==> src/rtl/branch_predictor.sv <==
// Bimodal branch predictor: a table of 2-bit saturating counters indexed by PC,
// with a sequential table-clear sweep and saturating branch/misprediction counters.
module branch_predictor #(
  parameter int unsigned DATA_WIDTH = 32,
  parameter int unsigned ENTRIES    = 64
) (
  input  logic                  clk_in,
  input  logic                  rst_in,
  input  logic [DATA_WIDTH-1:0] lookup_pc_in,
  input  logic                  lookup_en_in,
  input  logic                  feedback_in,
  input  logic [DATA_WIDTH-1:0] feedback_pc_in,
  input  logic                  taken_in,
  input  logic                  flush_in,
  input  logic                  clear_in,
  output logic                  pred_out,
  output logic                  ready_out,
  output logic [31:0]           branch_cnt_out,
  output logic [31:0]           mispred_cnt_out
);

  localparam int unsigned IdxW = $clog2(ENTRIES);
  localparam logic [IdxW-1:0] LastIdx = IdxW'(ENTRIES - 1);

  typedef enum logic {StIdle, StClear} state_e;

  state_e          state_q, state_d;
  logic [IdxW-1:0] clr_idx_q;
  logic [1:0]      bht_q [ENTRIES];
  logic [31:0]     branch_cnt_q, branch_cnt_d;
  logic [31:0]     mispred_cnt_q, mispred_cnt_d;

  logic [IdxW-1:0] lookup_idx;
  logic [IdxW-1:0] fb_idx;
  logic            upd_en;
  logic [1:0]      fb_ctr;

  // Word-aligned PCs: drop the byte-offset bits, no tag so aliasing is expected.
  assign lookup_idx = lookup_pc_in[IdxW+1:2];
  assign fb_idx     = feedback_pc_in[IdxW+1:2];
  assign fb_ctr     = bht_q[fb_idx];
  assign upd_en     = feedback_in & ready_out;

  // Upper PC bits and byte offsets intentionally do not take part in indexing.
  logic unused_pc_bits;
  assign unused_pc_bits = ^{lookup_pc_in[DATA_WIDTH-1:IdxW+2], lookup_pc_in[1:0],
                            feedback_pc_in[DATA_WIDTH-1:IdxW+2], feedback_pc_in[1:0]};

  // State register and clear-sweep index.
  always_ff @(posedge clk_in or negedge rst_in) begin
    if (!rst_in) begin
      state_q   <= StIdle;
      clr_idx_q <= '0;
    end else begin
      state_q <= state_d;
      if (state_q == StClear) begin
        clr_idx_q <= (clr_idx_q == LastIdx) ? '0 : clr_idx_q + 1'b1;
      end
    end
  end

  // Next-state logic: clear_in only matters in idle, so a sweep never restarts.
  always_comb begin
    state_d = state_q;
    unique case (state_q)
      StIdle:  if (clear_in) state_d = StClear;
      StClear: if (clr_idx_q == LastIdx) state_d = StIdle;
      default: state_d = StIdle;
    endcase
  end

  // Outputs: predictions and updates are only served while idle.
  always_comb begin
    ready_out = (state_q == StIdle);
    pred_out  = lookup_en_in & ready_out & bht_q[lookup_idx][1];
  end

  // Counter table: sweep writes weak-not-taken, otherwise saturating train.
  always_ff @(posedge clk_in or negedge rst_in) begin
    if (!rst_in) begin
      for (int i = 0; i < ENTRIES; i++) begin
        bht_q[i] <= 2'b01;
      end
    end else if (state_q == StClear) begin
      bht_q[clr_idx_q] <= 2'b01;
    end else if (upd_en) begin
      if (taken_in && (fb_ctr != 2'b11)) begin
        bht_q[fb_idx] <= fb_ctr + 2'b01;
      end else if (!taken_in && (fb_ctr != 2'b00)) begin
        bht_q[fb_idx] <= fb_ctr - 2'b01;
      end
    end
  end

  // Statistics survive a table clear; both saturate at all-ones.
  assign branch_cnt_d  = (upd_en && (branch_cnt_q != '1)) ? branch_cnt_q + 32'd1 : branch_cnt_q;
  assign mispred_cnt_d = (flush_in && ready_out && (mispred_cnt_q != '1)) ?
                         mispred_cnt_q + 32'd1 : mispred_cnt_q;

  // Statistics registers.
  always_ff @(posedge clk_in or negedge rst_in) begin
    if (!rst_in) begin
      branch_cnt_q  <= '0;
      mispred_cnt_q <= '0;
    end else begin
      branch_cnt_q  <= branch_cnt_d;
      mispred_cnt_q <= mispred_cnt_d;
    end
  end

  assign branch_cnt_out  = branch_cnt_q;
  assign mispred_cnt_out = mispred_cnt_q;

endmodule
==> config.mk <==
export PLATFORM = sky130hd
export DESIGN_NAME = branch_predictor
export DESIGN_NICKNAME = d
export VERILOG_FILES = /design/src/rtl/branch_predictor.sv
export SDC_FILE = /design/constraint.sdc
export NUM_CORES = 1
export LEC_CHECK = 0
export BUFFER_PORTS_ARGS = -buffer_cell sky130_fd_sc_hd__buf_4
export CORE_ASPECT_RATIO = 1.4
export CORE_UTILIZATION = 53
export DETAILED_ROUTE_END_ITERATION = 8
export PLACE_DENSITY_LB_ADDON = 0.08
export SYNTH_ARGS = -nofsm -noshare
export SYNTH_HDL_FRONTEND = slang
export SYNTH_SLANG_ARGS = --single-unit
==> constraint.sdc <==
create_clock -name clk_in -period 3.3 [get_ports clk_in]
set_clock_uncertainty 0.2 [all_clocks]
set_input_delay 0.66 -clock clk_in [delete_from_list [all_inputs] [get_ports clk_in]]
set_output_delay 0.66 -clock clk_in [all_outputs]
set_load 0.03 [all_outputs]
==> flow_summary_export.csv, run 1 <==
group,metric,value,unit
detailed_routing,wirelength,36.2,mm
grt,grt_max_degree,88,
detailed_routing,drtIter0Drc,845,
setup_path,crit_type,"in -> reg",
synth,synth_ff_type,"dfrtp_1",
pwr,p_leak,6.65,nW
synth,synth_area,0.0108,sq mm
clock_tree,path_clk_slew,0.07,ns
synth,synth_cells,1096,
placement,gp_congestion,1.02,
synth,yosysTopAreaCellShare,31.2,%
detailed_routing,ant_nets,0,
grt,grt_overflow,0,
synth,yosys-top-cells-count,"dfrtp_1, nand2_1, o21ai_0",
timing,final_max_slew_viol_count,0,
final_layout,fin_area,0.0145,sq mm
placement,dpl.hpwl,25.7,mm
synth,synth-xor-area-share,5.17,%
setup_path,cp_max_fo,8,
die,die-width,123,microns
timing,rsz0062_at_grt,"true",
timing,fin_crit_sh,108,%
grt,grt_pass1_vias,9715,
final_layout,syn_to_final_growth,33.4,%
job,max_cap_viol_count,0,
final_layout,diodes,0,
synth,synth.most_common_cell,"dfrtp_1",
synth,yosysWarnings,0,
final_layout,ff_latch_area,0.00506,sq mm
synth,yosys.area_share.simple,19.5,%
timing,slew_headroom,2.18,%
clock_tree,ctsHoldBuffers,0,
outcome,status,"complete, but fails checks",
clock_tree,numCtsBuffers,17,
detailed_routing,drt_first_pass_iters,5,
final_layout,multi_input_area,0.00650,sq mm
clock_tree,clockBufferDepth,2,
synth,synth_edf_count,0,
die,coreArea,0.0199,sq mm
timing,tightest_slew,1.46,ns
synth,synth_fa_ha_area_share,0.578,%
synth,ys_types,66,
clock_tree,cts_tree,"done",
setup_path,cp.arrival,3.68,ns
timing,layout_setup_ws,-0.254,ns
timing,finalSetupViolCount,125,
synth,synth_top_area_cell,"dfrtp_1",
setup_path,r2r_end,"bht_q[61]$_DFFE_PN0P_",
die,die_h,171,microns
grt,grt.total_usage,35.9,%
clock_tree,cts_sinks,199,
pwr,powerDensity,539,mW/mm^2
placement,placed_area,0.0128,sq mm
setup_path,r2r_setup_slack,-0.09,ns
setup_path,reg2reg_from,"bht_q[34]$_DFFE_PN1P_",
outcome,violations,"hold timing, setup timing",
detailed_routing,vias_per_cell,6.35,
setup_path,cp-end-kind,"register",
die,rows,61,
grt,antenna_found_initial,0,
die,die_area,0.0210,sq mm
grt,grt_pass1_wl,55.5,mm
synth,synthMuxAreaShare,11.9,%
detailed_routing,drc,0,
synth,synth_seq_cells,199,
pwr,total_power,7.79,mW
clock_tree,clock_latency,0.45,ns
die,start_util,54.4,%
final_layout,drive_above_1_share,40.1,%
clock_tree,ctsHtreeMaxLevel,4,
clock_tree,cts_root_buf,"clkbuf_16",
min_path,hp-class,"in -> async",
synth,yosysSeqAreaShare,46.7,%
final_layout,n_fill_cell,1452,
synth,synth_compound_area_share,13.7,%
synth,syn_avg_cell_area,9.88,sq um
synth,synth_top_family_by_area,"simple AND/OR/NAND/NOR gates",
timing,hold_viol,2,
setup_path,rr_worst_depth,14,
detailed_routing,route.vias.total,9819,
synth,syn_nets,1172,
synth,ys_async_sr_fraction,100,%
die,io_pins,137,
setup_path,critPathRequiredTime,3.42,ns
setup_path,start_kind,"input port",
detailed_routing,avgRoutedWirePerCell,23.4,microns
synth,synthTopCellsByArea,"dfrtp_1, dfstp_2, mux4_2",
final_layout,nNetsFinal,1358,
timing,fin_crit,3.55,ns
placement,place.port_buffers,84,
pwr,vdd_drop_max,398,uV
timing,fmax,0.281,GHz
timing,whs,-0.00811,ns
## layer usage
metal / GRT usage, % / up-vias / wire length [microns] / part of all wire (%)
li1: - / 4381 / - / -
met1: 43.7 / 4910 / 14100 / 39
met2: 58.2 / 395 / 17700 / 49
met3: 7.37 / 133 / 2200 / 6.1
met4: 21.8 / 0 / 2280 / 6.3
met5: 0 / - / 0 / 0
## power by group
group	leakage [nW]	internal (mW)	total (mW)	switching (mW)
sequential	2.48	2.98	3.38	0.402
combinational	3.88	0.846	2.27	1.42
clock	0.292	1.18	2.15	0.963
## worst max-delay path by stage
stage | end | depth (start not counted) | from
after floorplan | bht_q[125]$_DFFE_PN0P_ | 14 | feedback_pc_in[2]
after global placement | bht_q[125]$_DFFE_PN0P_ | 15 | feedback_pc_in[4]
after detailed placement | bht_q[68]$_DFFE_PN1P_ | 15 | feedback_pc_in[3]
after CTS | bht_q[62]$_DFFE_PN1P_ | 17 | feedback_pc_in[2]
after global routing | bht_q[45]$_DFFE_PN0P_ | 20 | feedback_pc_in[2]
final | bht_q[61]$_DFFE_PN0P_ | 16 | feedback_pc_in[2]
## placed cells by master, fill, tap and decap left out, drive strengths merged, types with 11 or more instances in the layout
cell / instances
nor3: 26
mux4: 29
and3: 12
buf: 215
xnor2: 35
dfrtp: 135
a221oi: 12
dfstp: 64
nand3b: 27
clkbuf: 23
mux2: 13
o21ai: 159
inv: 11
mux2i: 48
nand4: 21
o211ai: 19
nor2: 103
nand3: 50
nand2: 127
a21oi: 28
xor2: 29
## cell type report
cell class	count	area share, %
sequential	199	35.0
timing repair buffer	216	13.4
clock buffer	22	3.28
clock inverter	10	0.831
multi-input combinational	837	45.0
tap	252	2.18
inverter	11	0.286
## repair_timing
| action | 4_1_cts | 5_1_grt |
|---|---|---|
| buffers inserted | 10 | 5 |
| resized for setup | 181 | 96 |
| pin swaps | 44 | 37 |
| setup endpoints to repair | 129 | 129 |
## flip-flops by register name (all words and copies together), names as in the netlist
signal	flops
bht_q	128
branch_cnt_out	32
mispred_cnt_out	32
clr_idx_q	6
state_q	1
## cells by family after synthesis
family,count (synthesis)
compound gates,255
flops,199
fa+ha+maj,5
simple gates,423
xor+xnor,64
mux,90
buf+inv,60
## worst max-delay path, stage by stage
cell	delay, ns
buf_8	0.11
buf_12	0.14
buf_4	0.16
mux4_2	0.33
mux2i_1	0.07
buf_4	0.15
a2111o_1	0.46
and3_4	0.21
ha_1	0.21
mux2i_4	0.25
nand3_4	0.18
nor3_4	0.24
buf_6	0.19
nand2_1	0.11
nand3_1	0.11
o21ai_0	0.08
## metrics by stage
stage          std cells  TNS (ns)  util (%)  hold slack (ns)  worst slack (ns)
3_3_place_gp        1503    -89.56      64.1            0.272            -0.831
6_report            1547    -13.87      72.5         -0.00811            -0.254
5_1_grt             1547    -23.72      72.5           0.0226            -0.327
4_1_cts             1544     -6.86      70.5           0.0119            -0.164
2_1_floorplan       1096    -34.69         -            0.164            -0.361
3_5_place_dp        1503    -91.86      64.1            0.282            -0.843
(Power assumes the default switching activity.)
==> inputs of run 2 (changes only) <==
--- a/config.mk
+++ b/config.mk
@@ -10,6 +10,7 @@
 export CORE_UTILIZATION = 53
 export DETAILED_ROUTE_END_ITERATION = 8
 export PLACE_DENSITY_LB_ADDON = 0.08
+export REMOVE_ABC_BUFFERS = 1
 export SYNTH_ARGS = -nofsm -noshare
 export SYNTH_HDL_FRONTEND = slang
 export SYNTH_SLANG_ARGS = --single-unit
==> run 2 against run 1 <==
  * The run still ends with hold timing, setup timing left
  * Via count fell by 0.19%
  * Worst hold slack got worse by 0.00055 ns
  * Design area fell by 3.2%
  * First-iteration DRC count fell by 4.9%
  * Sequential share of layout area rose by 1.2 points
  * Cell count fell by 1.2%
==> flow_summary_export.csv, run 2 (synthesized netlist as in run 1, its figures left out) <==
group,metric,value,unit
outcome,status,"complete, but fails checks",
outcome,violations,"hold timing, setup timing",
final_layout,fin_area,0.0140,sq mm
timing,fin_crit,3.55,ns
grt,met1_usage,42.6,%
clock_tree,cts_sinks,199,
final_layout,final_common_cell,"buf_4",
setup_path,cpMostUsedCell,"buf_6",
grt,grt_pass1_vias,9560,
placement,placed_area,0.0124,sq mm
placement,gp_congestion,1.02,
clock_tree,ctsHoldBuffers,0,
setup_path,r2r_setup_slack,-0.23,ns
detailed_routing,drtIter0Drc,804,
detailed_routing,route.vias.total,9800,
clock_tree,cts_root_buf,"clkbuf_16",
clock_tree,clock_latency,0.46,ns
clock_tree,cts_tree,"done",
final_layout,nNetsFinal,1339,
grt,grt.total_usage,35.2,%
die,die_area,0.0210,sq mm
timing,fmax,0.282,GHz
setup_path,crit_family,"simple AND/OR/NAND/NOR gates",
grt,grt.met2_usage,55.8,%
die,die_h,171,microns
pwr,pwr-share-seq,44.4,%
timing,fin_crit_sh,107,%
pwr,intPower,4.79,mW
pwr,power_frac_comb,28.2,%
grt,grt_max_degree,69,
detailed_routing,ant_nets,0,
grt,grt_overflow,0,
grt,grt_most_used_layer,"met2",
timing,finalSetupViolCount,108,
setup_path,start_kind,"input port",
timing,hold_viol,3,
clock_tree,ctsHtreeMaxLevel,4,
detailed_routing,drt_first_pass_iters,7,
final_layout,drive_above_1_share,36.5,%
setup_path,max_stage_delay,0.40,ns
grt,antenna_found_initial,0,
setup_path,cp_cell_sequence,"buf_6, buf_4, mux2_2, a221oi_1, o22ai_2, or3_4, ha_4, mux2i_4, nand3_4, nor2_4, buf_6, buf_6, nand2_4, nand3b_1, o21ai_1",
pwr,p_clk_share,27.4,%
pwr,switching_power,2.86,mW
final_layout,syn_to_final_growth,29.1,%
setup_path,cp-end-kind,"register",
job,max_cap_viol_count,0,
placement,place.port_buffers,84,
final_layout,diodes,0,
pwr,swShare,37.4,%
clock_tree,path_clk_slew,0.07,ns
pwr,powerDensity,547,mW/mm^2
die,io_pins,137,
setup_path,crit_type,"in -> reg",
final_layout,postLayoutCoreUtil,70.2,%
final_layout,final_cell_mix,"buf_4, dfrtp_1, o21ai_1",
die,rows,61,
die,coreArea,0.0199,sq mm
clock_tree,clockBufferDepth,2,
placement,pre_cts_ws,-0.870,ns
timing,tightest_slew,1.39,ns
min_path,hp-class,"in -> async",
setup_path,critPathRequiredTime,3.43,ns
grt,grt_pass1_wl,54.5,mm
setup_path,crit_buf_inv,4,
placement,dpl.hpwl,25.2,mm
grt,grt_use_met3,7.13,%
timing,setup_tns,-9.05,ns
setup_path,cp.arrival,3.67,ns
setup_path,cp_max_fo,15,
timing,final_max_slew_viol_count,0,
detailed_routing,drc,0,
pwr,p_leak,6.34,nW
pwr,vdd_drop_max,415,uV
final_layout,layoutNonFillerInstCount,1528,
timing,whs,-0.00866,ns
detailed_routing,wirelength,35.7,mm
final_layout,largest_register,"bht_q",
die,die-width,123,microns
detailed_routing,avgRoutedWirePerCell,23.3,microns
timing,rsz0062_at_grt,"true",
timing,layout_setup_ws,-0.247,ns
placement,dp.cells,1483,
clock_tree,numCtsBuffers,17,
setup_path,crit_slowest_cell,"or3_4",
timing,slew_headroom,7.03,%
detailed_routing,vias_per_cell,6.41,
die,start_util,54.4,%
final_layout,largest_register_ffs,128,
## run 2: final cells by class
class / count / area, sq um
Clock inverter: 14 / 139
Fill cell: 1500 / 5940
Tap cell: 252 / 315
Clock buffer: 18 / 439
Multi-Input combinational cell: 837 / 6260
Inverter: 11 / 41.3
Timing Repair Buffer: 197 / 1730
Sequential cell: 199 / 5060
## run 2: worst paths after layout
kind | start | depth (start not counted) | to
max | feedback_pc_in[3] | 15 | bht_q[97]$_DFFE_PN0P_
max reg2reg | bht_q[42]$_DFFE_PN1P_ | 15 | bht_q[97]$_DFFE_PN0P_
max in group asynchronous | rst_in | 2 | bht_q[30]$_DFFE_PN1P_
min in group clk_in | clear_in | 3 | state_q$_DFF_PN0_
min | rst_in | 1 | bht_q[43]$_DFFE_PN0P_
min reg2reg | branch_cnt_out[8]$_DFFE_PN0P_ | 1 | branch_cnt_out[8]$_DFFE_PN0P_
## run 2: timing repair
action | CTS | global route
pin swaps | 9 | 33
resized for setup | 60 | 249
setup buffers | 2 | 13
endpoints found under the setup margin | 129 | 129
## run 2: power groups by stage
stage                     Sequential, mW  Clock [mW]  Combinational (mW)
after CTS                           3.35        2.13                1.95
after detailed placement            3.38           0                1.89
after floorplan                     3.27           0                1.01
final                               3.40        2.10                2.16
after global placement              3.38           0                1.86
after global routing                3.44        2.21                2.29
## run 2: metrics by stage
stage	power [mW]	hold slack (ns)
after floorplan	4.28	0.164
after global placement	5.25	0.275
after detailed placement	5.27	0.283
after CTS	7.43	0.0125
after global routing	7.93	0.0362
final	7.65	-0.00866
## run 2: per-layer routing
layer | wire (microns) | part of all wire [%]
met4 | 2640 | 7.4
met2 | 17100 | 48
met5 | 0 | 0
met3 | 2410 | 6.7
met1 | 13500 | 38
==> inputs of run 3 (changes only) <==
==> constraint.sdc (replaced) <==
create_clock -name clk_in -period 3.3 [get_ports clk_in]
set_clock_uncertainty 0.2 [all_clocks]
set_input_delay 0.99 -clock clk_in [delete_from_list [all_inputs] [get_ports clk_in]]
set_output_delay 0.99 -clock clk_in [all_outputs]
set_load 0.03 [all_outputs]
==> run 3 against run 2 <==
  * The run ends with setup timing left
  * Register-to-register slack improved by 0.06 ns
  * Worst setup slack got worse by 0.27 ns
  * First-iteration DRC count increased by 8.1%
  * Count of clock-buffer cells in the layout decreased by 1
  * Sequential share of layout area decreased by 2.2 points
  * Wire length increased by 4.8%
  * Sequential power increased by 1%
  * Clock power about the same
  * Largest power group unchanged
==> flow_summary_export.csv, run 3 (synthesized netlist as in run 1, its figures left out) <==
group,metric,value,unit
pwr,power_frac_comb,29.6,%
detailed_routing,wirelength,37.4,mm
final_layout,drive_above_1_share,42.1,%
setup_path,critPathRequiredTime,2.11,ns
detailed_routing,drtIter0Drc,869,
clock_tree,path_clk_slew,0.07,ns
pwr,intPower,4.96,mW
timing,whs,0.292,ns
clock_tree,cts_tree,"done",
die,coreArea,0.0199,sq mm
placement,pre_cts_ws,-1.29,ns
detailed_routing,route.vias.total,10100,
timing,layout_setup_ws,-0.517,ns
pwr,p_leak,6.71,nW
grt,grt_max_degree,69,
clock_tree,clock_latency,0.46,ns
grt,grt.total_usage,36.8,%
clock_tree,ctsHtreeMaxLevel,4,
final_layout,final_cell_mix,"buf_4, dfrtp_1, o21ai_1",
final_layout,final_common_cell,"buf_4",
timing,hold_viol,0,
detailed_routing,avgRoutedWirePerCell,24.1,microns
final_layout,syn_to_final_growth,37.3,%
die,rows,61,
final_layout,postLayoutCoreUtil,74.7,%
clock_tree,cts_root_buf,"clkbuf_16",
timing,rsz0062_at_grt,"true",
pwr,p_clk_share,26.9,%
final_layout,largest_register,"bht_q",
placement,gp_congestion,1.06,
setup_path,cp-end-kind,"output port",
grt,antenna_found_initial,0,
die,start_util,54.4,%
placement,dpl.hpwl,25.3,mm
die,die_h,171,microns
timing,slew_headroom,19.2,%
timing,fin_crit_sh,116,%
pwr,pwr-share-seq,43.5,%
final_layout,largest_register_ffs,128,
final_layout,nNetsFinal,1361,
setup_path,cp.arrival,2.63,ns
placement,dp.cells,1496,
clock_tree,numCtsBuffers,17,
pwr,swShare,37.3,%
pwr,switching_power,2.96,mW
die,die_area,0.0210,sq mm
die,die-width,123,microns
detailed_routing,ant_nets,0,
setup_path,start_kind,"input port",
outcome,violations,"setup timing",
pwr,vdd_drop_max,379,uV
min_path,hp-class,"reg -> reg",
timing,finalSetupViolCount,129,
clock_tree,ctsHoldBuffers,0,
grt,grt_pass1_vias,10100,
placement,place.port_buffers,84,
pwr,powerDensity,532,mW/mm^2
setup_path,crit_type,"in -> out",
detailed_routing,drt_first_pass_iters,6,
setup_path,cp_max_fo,5,
job,max_cap_viol_count,0,
grt,grt_pass1_wl,57.3,mm
timing,fin_crit,3.82,ns
grt,grt_overflow,0,
clock_tree,cts_sinks,199,
timing,fmax,0.262,GHz
detailed_routing,drc,0,
timing,setup_tns,-39.84,ns
timing,final_max_slew_viol_count,0,
clock_tree,clockBufferDepth,2,
die,io_pins,137,
final_layout,diodes,0,
final_layout,layoutNonFillerInstCount,1550,
outcome,status,"complete, but fails checks",
timing,tightest_slew,1.20,ns
detailed_routing,vias_per_cell,6.52,
## run 3: cell count changes in the layout (fill, tap and decap cells not counted), moves of 8 or more
cell	before	now
o21ai_0	42	13
nand2_1	78	69
nand2_8	2	15
buf_4	158	167
nand3_1	39	31
o21ai_2	21	42
nand2_2	9	0
## run 3: power groups by stage
stage	clock, mW	combinational (mW)	sequential (mW)
floorplan	0	1.01	3.27
global placement	0	1.84	3.38
detailed placement	0	1.87	3.38
CTS	2.15	2.09	3.37
global route	2.24	2.47	3.49
finish	2.13	2.34	3.45
## run 3: path summary, 6_finish.rpt
kind                                            startpoint  slack, ns  cells past startpoint                               to
setup / recovery                           lookup_pc_in[2]      -0.52                      7                         pred_out
hold / removal             mispred_cnt_out[27]$_DFFE_PN0P_       0.29                      1  mispred_cnt_out[27]$_DFFE_PN0P_
setup reg to reg                     bht_q[42]$_DFFE_PN1P_      -0.17                     15             bht_q[7]$_DFFE_PN0P_
hold reg to reg            mispred_cnt_out[27]$_DFFE_PN0P_       0.29                      1  mispred_cnt_out[27]$_DFFE_PN0P_
max in group asynchronous                           rst_in       1.82                      2           bht_q[100]$_DFFE_PN1P_
min in group asynchronous                           rst_in       0.32                      1            bht_q[41]$_DFFE_PN0P_
## run 3: per-layer routing
| layer | share of wire [%] | GRT usage [%] | wire (microns) |
|---|---|---|---|
| met3 | 8.1 | 8.40 | 3030 |
| met1 | 37 | 43.9 | 13600 |
| met4 | 8.0 | 26.2 | 2990 |
| met2 | 47 | 58.3 | 17700 |
| met5 | 0 | 0 | 0 |
## run 3: worst max-delay path, cell delays in order
cell	delay, ns
buf_12	0.10
buf_4	0.12
mux4_2	0.50
mux4_2	0.50
a32oi_1	0.17
o21ai_1	0.08
buf_4	0.17
## run 3: repair_timing
| action | 4_1_cts | 5_1_grt |
|---|---|---|
| gates resized for setup | 368 | 94 |
| setup endpoints to repair | 129 | 129 |
| gates cloned | 4 | 1 |
| buffers inserted | 11 | 9 |
| pin swaps | 57 | 40 |
## run 3: final cells by class
cell class              instances  area [sq um]
clock buffers                  17           425
clock inverters                15           165
fillers                      1332          5040
inverters                      11          41.3
multi-input cells             837          6770
flip-flops and latches        199          5060
well taps                     252           315
repair buffers                219          2100
## run 3: per-stage QoR
| step | power, mW | cell area (sq um) |
|---|---|---|
| 2_1_floorplan | 4.28 | 10600 |
| 3_5_place_dp | 5.25 | 12500 |
| 4_1_cts | 7.61 | 14300 |
| 5_1_grt | 8.20 | 14900 |
| 6_report | 7.92 | 14900 |
| 3_3_place_gp | 5.22 | 12500 |
